--- config.mk ---
export PLATFORM = sky130hd
export DESIGN_NAME = multicycle_control_fsm
export DESIGN_NICKNAME = d
export VERILOG_FILES = /design/src/rtl/ctrl_pkg.sv /design/src/rtl/alu_decoder.sv /design/src/rtl/multicycle_control_fsm.sv
export SDC_FILE = /design/constraint.sdc
export NUM_CORES = 1
export LEC_CHECK = 0
export ABC_AREA = 1
export CAP_MARGIN = 20
export CORE_MARGIN = 2
export CORE_UTILIZATION = 44
export CTS_CLUSTER_SIZE = 28
export DETAILED_ROUTE_END_ITERATION = 6
export HOLD_SLACK_MARGIN = 0.05
export PLACE_DENSITY_LB_ADDON = 0.3
export SLEW_MARGIN = 5
export SYNTH_ARGS = -nofsm -noshare
export SYNTH_HDL_FRONTEND = slang
export SYNTH_SLANG_ARGS = --single-unit
--- constraint.sdc ---
create_clock -name clk -period 2.7 [get_ports clk]
set_input_delay 0.27 -clock clk [delete_from_list [all_inputs] [get_ports clk]]
set_output_delay 0.27 -clock clk [all_outputs]
set_load 0.005 [all_outputs]
--- src/rtl/ctrl_pkg.sv ---
// Shared state, instruction-class and encoding definitions for the multi-cycle control FSM.
package ctrl_pkg;

  typedef enum logic [2:0] {
    ST_FETCH, ST_DECODE, ST_EXEC, ST_MEM, ST_WBACK, ST_TRAP
  } state_t;

  typedef enum logic [2:0] {
    CLS_R, CLS_IALU, CLS_LOAD, CLS_STORE, CLS_BRANCH, CLS_ILLEGAL
  } instr_class_t;

  typedef enum logic [3:0] {
    ALU_ADD = 4'b0000, ALU_SUB, ALU_AND, ALU_OR, ALU_XOR,
    ALU_SLL, ALU_SRL, ALU_SRA, ALU_SLT
  } alu_op_t;

  typedef enum logic [1:0] {IMM_I, IMM_S, IMM_B, IMM_U} imm_sel_t;

  localparam logic [6:0] OPC_R      = 7'b0110011;
  localparam logic [6:0] OPC_IALU   = 7'b0010011;
  localparam logic [6:0] OPC_LOAD   = 7'b0000011;
  localparam logic [6:0] OPC_STORE  = 7'b0100011;
  localparam logic [6:0] OPC_BRANCH = 7'b1100011;

  localparam logic [2:0] F3_WORD = 3'b010;
  localparam logic [2:0] F3_BEQ  = 3'b000;
  localparam logic [2:0] F3_BNE  = 3'b001;
  localparam logic [2:0] F3_BLT  = 3'b100;
  localparam logic [2:0] F3_BGE  = 3'b101;

  localparam int STATUS_Z = 0;
  localparam int STATUS_N = 1;
  localparam int STATUS_C = 2;
  localparam int STATUS_V = 3;

  // Only word loads/stores and the four signed-compare branches are supported.
  function automatic instr_class_t decode_class(input logic [6:0] opcode, input logic [2:0] funct3);
    instr_class_t cls;
    cls = CLS_ILLEGAL;
    case (opcode)
      OPC_R:      cls = CLS_R;
      OPC_IALU:   cls = CLS_IALU;
      OPC_LOAD:   if (funct3 == F3_WORD) cls = CLS_LOAD;
      OPC_STORE:  if (funct3 == F3_WORD) cls = CLS_STORE;
      OPC_BRANCH: if (funct3 inside {F3_BEQ, F3_BNE, F3_BLT, F3_BGE}) cls = CLS_BRANCH;
      default:    cls = CLS_ILLEGAL;
    endcase
    return cls;
  endfunction

endpackage

--- src/rtl/alu_decoder.sv ---
// Combinational ALU operation select from instruction class, funct3 and funct7[5].
module alu_decoder
  import ctrl_pkg::*;
(
  input  instr_class_t cls,
  input  logic [2:0]   funct3,
  input  logic         funct7_b5,
  output alu_op_t      alu_op
);

  alu_op_t arith_op;

  always_comb begin
    arith_op = ALU_ADD;
    case (funct3)
      // Immediate forms have no SUBI: funct7[5] only matters for register ADD/SUB.
      3'b000:         arith_op = (cls == CLS_R && funct7_b5) ? ALU_SUB : ALU_ADD;
      3'b001:         arith_op = ALU_SLL;
      3'b010, 3'b011: arith_op = ALU_SLT;
      3'b100:         arith_op = ALU_XOR;
      3'b101:         arith_op = funct7_b5 ? ALU_SRA : ALU_SRL;
      3'b110:         arith_op = ALU_OR;
      3'b111:         arith_op = ALU_AND;
      default:        arith_op = ALU_ADD;
    endcase
  end

  always_comb begin
    case (cls)
      CLS_R, CLS_IALU: alu_op = arith_op;
      CLS_BRANCH:      alu_op = ALU_SUB;
      default:         alu_op = ALU_ADD;
    endcase
  end

endmodule

--- src/rtl/multicycle_control_fsm.sv ---
// Multi-cycle control FSM driving the RV32I-subset datapath controls.
// Optional performance counters are enabled with the PERF_CNT_EN macro.
module multicycle_control_fsm
  import ctrl_pkg::*;
#(
  parameter int ILLEGAL_HALT  = 1,
  parameter int RESET_PC_HOLD = 1
) (
  input  logic        clk,
  input  logic        reset,
  input  logic [31:0] Instr,
  input  logic [3:0]  Status,
  output logic [1:0]  imm_sel,
  output logic        RegRW,
  output logic        ALUsrc,
  output logic [3:0]  ALUop,
  output logic        MRW,
  output logic        WB,
  output logic        PCsrc,
  output logic        PCwrite,
  output logic        halted
`ifdef PERF_CNT_EN
  ,
  output logic [31:0] cycle_cnt,
  output logic [31:0] instret_cnt
`endif
);

  localparam logic [1:0] HOLD_INIT = 2'(RESET_PC_HOLD);

  state_t       state_reg, state_next;
  logic [1:0]   hold_reg, hold_next;
  logic [6:0]   opcode_reg;
  logic [2:0]   funct3_reg;
  logic         funct7_b5_reg;
  instr_class_t cls;
  instr_class_t decode_cls;
  alu_op_t      dec_alu_op;
  logic         taken;
  logic         unused_bits;

  assign unused_bits = ^{Instr[31], Instr[29:15], Instr[11:7], Status[STATUS_C]};

  // Everything past DECODE uses the captured fields, so Instr may change freely.
  assign cls        = decode_class(opcode_reg, funct3_reg);
  assign decode_cls = decode_class(Instr[6:0], Instr[14:12]);

  alu_decoder u_alu_decoder (
    .cls       (cls),
    .funct3    (funct3_reg),
    .funct7_b5 (funct7_b5_reg),
    .alu_op    (dec_alu_op)
  );

  always_ff @(posedge clk) begin
    if (reset) begin
      state_reg     <= ST_FETCH;
      hold_reg      <= HOLD_INIT;
      opcode_reg    <= '0;
      funct3_reg    <= '0;
      funct7_b5_reg <= 1'b0;
    end else begin
      state_reg <= state_next;
      hold_reg  <= hold_next;
      if (state_reg == ST_DECODE) begin
        opcode_reg    <= Instr[6:0];
        funct3_reg    <= Instr[14:12];
        funct7_b5_reg <= Instr[30];
      end
    end
  end

  always_comb begin
    state_next = state_reg;
    hold_next  = hold_reg;
    case (state_reg)
      ST_FETCH: begin
        if (hold_reg > 2'd1) hold_next = hold_reg - 2'd1;
        else                 state_next = ST_DECODE;
      end
      ST_DECODE: begin
        if (decode_cls == CLS_ILLEGAL && ILLEGAL_HALT != 0) state_next = ST_TRAP;
        else                                                 state_next = ST_EXEC;
      end
      ST_EXEC: begin
        case (cls)
          CLS_BRANCH, CLS_ILLEGAL: state_next = ST_FETCH;
          CLS_LOAD, CLS_STORE:     state_next = ST_MEM;
          default:                 state_next = ST_WBACK;
        endcase
      end
      ST_MEM:   state_next = (cls == CLS_STORE) ? ST_FETCH : ST_WBACK;
      ST_WBACK: state_next = ST_FETCH;
      ST_TRAP:  state_next = ST_TRAP;
      default:  state_next = ST_FETCH;
    endcase
  end

  always_comb begin
    case (funct3_reg)
      F3_BEQ:  taken = Status[STATUS_Z];
      F3_BNE:  taken = !Status[STATUS_Z];
      F3_BLT:  taken = Status[STATUS_N] ^ Status[STATUS_V];
      F3_BGE:  taken = !(Status[STATUS_N] ^ Status[STATUS_V]);
      default: taken = 1'b0;
    endcase
  end

  always_comb begin
    imm_sel = IMM_I;
    RegRW   = 1'b0;
    ALUsrc  = 1'b0;
    ALUop   = ALU_ADD;
    MRW     = 1'b0;
    WB      = 1'b1;
    PCsrc   = 1'b0;
    PCwrite = 1'b0;
    halted  = 1'b0;
    // ALU controls are held steady from EXEC through the write cycles.
    if (state_reg inside {ST_EXEC, ST_MEM, ST_WBACK}) begin
      ALUop  = dec_alu_op;
      ALUsrc = cls inside {CLS_IALU, CLS_LOAD, CLS_STORE};
      case (cls)
        CLS_STORE:  imm_sel = IMM_S;
        CLS_BRANCH: imm_sel = IMM_B;
        default:    imm_sel = IMM_I;
      endcase
    end
    case (state_reg)
      ST_EXEC: begin
        if (cls == CLS_BRANCH) begin
          PCsrc   = taken;
          PCwrite = 1'b1;
        end else if (cls == CLS_ILLEGAL) begin
          PCwrite = 1'b1;
        end
      end
      ST_MEM: begin
        if (cls == CLS_STORE) begin
          MRW     = 1'b1;
          PCwrite = 1'b1;
        end
      end
      ST_WBACK: begin
        RegRW   = 1'b1;
        WB      = (cls != CLS_LOAD);
        PCwrite = 1'b1;
      end
      ST_TRAP: halted = 1'b1;
      default: ;
    endcase
  end

`ifdef PERF_CNT_EN
  logic [31:0] cycle_cnt_reg;
  logic [31:0] instret_cnt_reg;

  always_ff @(posedge clk) begin
    if (reset) begin
      cycle_cnt_reg   <= '0;
      instret_cnt_reg <= '0;
    end else begin
      if (!halted) cycle_cnt_reg <= cycle_cnt_reg + 32'd1;
      if (PCwrite) instret_cnt_reg <= instret_cnt_reg + 32'd1;
    end
  end

  assign cycle_cnt   = cycle_cnt_reg;
  assign instret_cnt = instret_cnt_reg;
`endif

endmodule

# == Word-level counts from Yosys, hierarchy flattened ==
# Cells that the tools add are included.
# totals
reg_bits,16
output_inout_bits,13
# classes
addsub,1
magnitude_cmp,1
n_eq_ne,34
n_mux,32
bitwise,1
reduce_logical,16
# ops
op,n
3-bit case mux with 5 select lines,3
"3-bit equality test, second input constant",11
"7-bit by 6-bit equality test with 1-bit output, second input constant",4
4-bit case mux with 7 select lines,1
"3-bit by 2-bit equality test with 1-bit output, second input constant",7
3-bit two-way mux,7
"7-bit by 2-bit equality test with 1-bit output, second input constant",2
"7-bit by 5-bit equality test with 1-bit output, second input constant",2
"7-bit equality test, second input constant",2
1-bit two-way mux,14
"3-bit by 1-bit equality test with 1-bit output, second input constant",4
3-bit logical NOT,4
4-bit case mux with 2 select lines,1
4-bit nonzero test,2
2-bit OR reduction,4
3-bit case mux with 2 select lines,1
3-bit nonzero test,2
4-bit two-way mux,1
1-bit case mux with 4 select lines,1
2-bit case mux with 2 select lines,1
"3-bit by 2-bit inequality test with 1-bit output, second input constant",1
1-bit case mux with 3 select lines,1
"2-bit by 1-bit > comparator with 1-bit output, second input constant",1
1-bit logical NOT,2
other kinds (6),6

# == Depth between registers and ports, before layout ==
# depth
depth_word,10
mapped_depth,9
mapped_depth_nobuf,9

# == Hierarchy ==
# Synthesis repeated with hierarchy kept, for this count alone.
# hier_totals
hier_cells,178
hier_area_um2,1102.3
# modules_own_cells
mod,n_inst,cells_per_inst,area_per_inst_um2,seq_area_each_um2
multicycle_control_fsm,1,156,1001.0,320.3
alu_decoder,1,22,101.3,0.0

# == Worst setup path after synthesis ==
# No wires, ideal clock.
# synth_timing
kind,register to output
start,register opcode_reg[2]
end,output MRW
t_arrival_ns,1.004
path_slack_ns,1.426
stages_incl_launch_ff,8
path_cell_list,dfxtp_1 -> nor2_1 -> nand2_1 -> clkinv_1 -> nand3_2 -> nand2_1 -> nand2_1 -> nor2_1
# synth_between
elab_chain_cells,5
elab_cells_between_ends,9
classes_between,eq/ne: 6; mux: 3
# synth_lines
element,line,source
"start, declared",multicycle_control_fsm.sv:33,logic [6:0] opcode_reg;
"start signal, assigned",multicycle_control_fsm.sv:66,opcode_reg <= Instr[6:0];
"7-bit equality test, or another cell as far along",ctrl_pkg.sv:40,case (opcode)
3-bit case mux with 5 select lines *,ctrl_pkg.sv:40,
3-bit by 2-bit equality test with 1-bit output *,multicycle_control_fsm.sv:139,if (cls == CLS_STORE) begin
1-bit two-way mux *,multicycle_control_fsm.sv:139,
1-bit two-way mux *,multicycle_control_fsm.sv:129,case (state_reg)
"end, declared",multicycle_control_fsm.sv:17,"output logic MRW,"
# Every way passes the cells marked *; elsewhere a longest branch is shown, timed or not.

# == Worst setup path in the final report ==
# layout_timing
start,register opcode_reg[4]
end,output MRW
# Same word-level chain as after synthesis.

==> impl_metrics.tcl <==
set metrics [dict create \
    status "finished clean" \
    fin_crit_ps 2210 \
    arrival_ps 1940 \
    p_leak_nw 0.599 \
    required_ps 2430 \
    antenna_found_initial 0 \
    cts_tree "done" \
    worst_skew_pair.late_latency_ps 280 \
    crit_type "reg2out" \
    cts_sinks 16 \
    synthFlopType "dfxtp_1" \
    fin_nets 247 \
    synth_edf_count 0 \
    yosys_register_bits 16 \
    synth_top_family_by_area "simple AND/OR/NAND/NOR gates" \
    portBuffers 28 \
    grt_pass1_wl_microns 4210 \
    power.internal_uw 413 \
    finalHoldViolCount 0 \
    yosys_warnings 0 \
    post-cts-setup-buffers 0 \
    max_clock_freq_mhz 452 \
    vdd_ir_drop_max_mv 0.428 \
    startpoint_type "flop" \
    overflow 0 \
    p_sw_frac 0.381 \
    tightest_slew_ps 428 \
    ios 51 \
    place.gp.congestion 0.893 \
    drv_cap 0 \
    min_path_cells 2 \
    viasPerCell 5.15 \
    drc_errors 0 \
    clk_pin_slew_worst_paths_ps 90 \
    cts_resized 0 \
    rsz0062_at_grt "no" \
    max_slew_margin 0.714 \
    synth.area.mux_share 0 \
    drt_pass1_iterations 4 \
    area_growth_pct 29.3 \
    vias 1215 \
    finalSetupViolCount 0 \
    endpoint_kind "output pin" \
    drtIter0Drc 31 \
    dpl.hpwl_microns 2070 \
    place_area_sq_um 1420 \
    switchingPower_uw 254 \
    num_antenna_cells 0 \
    skew_ps 7.88 \
    die_w_microns 54.4 \
    seqPwrFrac 0.466 \
    seq_area_frac_synth 0.287 \
    ctsLongestPathBuffers 2 \
    cts.hold.buffers_added 0 \
    crit_family "simple AND/OR/NAND/NOR gates" \
    pwr-share-clk 0.180 \
    path_cells "nor3_1 > nand3_2 > nand2_1 > nand2_1 > nor2_1 > clkdlybuf4s50_1" \
    die_area_sq_um 2960 \
    cp_max_fo 7 \
    rows 18 \
    power_frac_comb 0.354 \
    cts-root-buf "clkbuf_4" \
    syn_area_per_cell_sq_um 6.27 \
    async_flop_share 0 \
    post_drt_wl_per_cell_microns 10.6 \
    critPathSlowestCell "clkdlybuf4s50_1" \
    final.setup.tns_ps 0 \
    core_area_sq_um 2430 \
    synth-simple-area-share 0.427 \
    synth_compound_area_frac 0.157 \
    cts_buffers 3 \
    period_share 0.819 \
    crit_buf_inv 1 \
    wirelength_microns 2510 \
    grt_max_degree 14 \
    syn-num-nets 217 \
    largest_reg_flops 7 \
    synth_cell_types 27 \
    final-max-slew-violation-count 0 \
    reg2reg_depth 5 \
    grt_pass1_vias 1059 \
    regToRegSetupSlack_ps 1260 \
    ant_nets 0 \
    hold_path.class "reg2reg" \
    syn_inst 178 \
    start_util 0.459 \
    htree_levels 1 \
    drive_gt1_frac 0.117 \
    synthAdderAreaFrac 0.0112 \
    crit_path_frequent_cell "nand2_1" \
    die_h_microns 54.4 \
    power_density_nw_per_um2 463 \
    synth_xor_area_frac 0.00785 \
    cp_num_cells 6 \
    syn_area_sq_um 1120 \
    critical-path-max-stage-delay_ps 500 \
    fin_area_sq_um 1440 \
    fill_cells 242 \
    grt_usage 0.192 \
]
metrics by stage:
stage | utilization | setup slack [ps] | hold slack [ps] | power (mW) | std cells
after floorplan | - | 1430 | 339 | 0.479 | 178
after global placement | 0.584 | 620 | 441 | 0.542 | 233
after detailed placement | 0.584 | 588 | 457 | 0.550 | 233
after CTS | 0.593 | 503 | 469 | 0.667 | 236
after global routing | 0.593 | 337 | 492 | 0.717 | 236
final | 0.593 | 489 | 467 | 0.668 | 236
placed cells by master (no fill, tap or decap), drive strengths merged:
cell           instances
nor3                   6
clkdlybuf4s50         28
a21oi                 13
clkbuf                 3
nor2                  34
inv                   27
clkinv                 2
o211ai                 2
xnor2                  1
nand3                 14
ha                     1
nand2                 36
nand4                  6
dfxtp                 16
o21ai                 16
nor2b                  1
cell families (layout without fill, tap and decap cells):
| group | after synthesis | count (layout) |
|---|---|---|
| AND/OR/NAND/NOR | 97 | 97 |
| AO/OA/AOI/OAI | 31 | 31 |
| adder cells (fa/ha/maj) | 1 | 1 |
| buffers and inverters | 32 | 60 |
| flip-flops | 16 | 16 |
| XOR/XNOR | 1 | 1 |
path summary, 6_finish.rpt:
kind	endpoint	start
max	MRW	opcode_reg[4]$_SDFFE_PP0P_
min reg2reg	hold_reg[1]$_SDFFE_PP0P_	hold_reg[1]$_SDFFE_PP0P_
min	hold_reg[1]$_SDFFE_PP0P_	hold_reg[1]$_SDFFE_PP0P_
max reg2reg	funct3_reg[1]$_SDFFE_PP0P_	state_reg[0]$_SDFFE_PP0N_
Yosys cell counts, types with 3 or more instances:
master   number  area share
nor3_1        5       0.022
a21oi_1      12       0.054
nor2_2        3       0.017
inv_1        22       0.074
nand3_1      10       0.045
nand2_1      32        0.11
nor2_1       29       0.098
dfxtp_1      16        0.29
nand2_2       3       0.017
nand4_1       6       0.034
nand3_2       3       0.027
o21ai_0      14       0.063
inv_2         5       0.017
layer usage:
layer  track usage  up-vias  wire [microns]
met5             0        -               0
met3        0.0164        7             114
met2         0.331       35            1170
li1              -      629               -
met4        0.0917        0              59
met1         0.240      544            1170
power by group through the flow:
stage / Clock [mW] / Sequential (mW) / Combinational [mW]
floorplan: 0 / 0.307 / 0.172
global placement: 0 / 0.314 / 0.228
detailed placement: 0 / 0.315 / 0.235
CTS: 0.121 / 0.310 / 0.236
global route: 0.132 / 0.318 / 0.266
finish: 0.120 / 0.311 / 0.236
layout make-up:
class | instances | area, sq um | area share
clock buffers | 3 | 22.5 | 0.0156
inverters | 29 | 109 | 0.0755
multi-input cells | 130 | 673 | 0.467
flip-flops and latches | 16 | 320 | 0.222
well taps | 30 | 37.5 | 0.0260
repair buffers | 28 | 280 | 0.194
worst register-to-register path, cell delays in order (launching register included):
cell	delay, ps
dfxtp_1	400
nand2_2	100
nor2_2	350
inv_2	200
o21ai_0	220
a21oi_1	60
No activity file was read; power rests on OpenSTA's default activity.
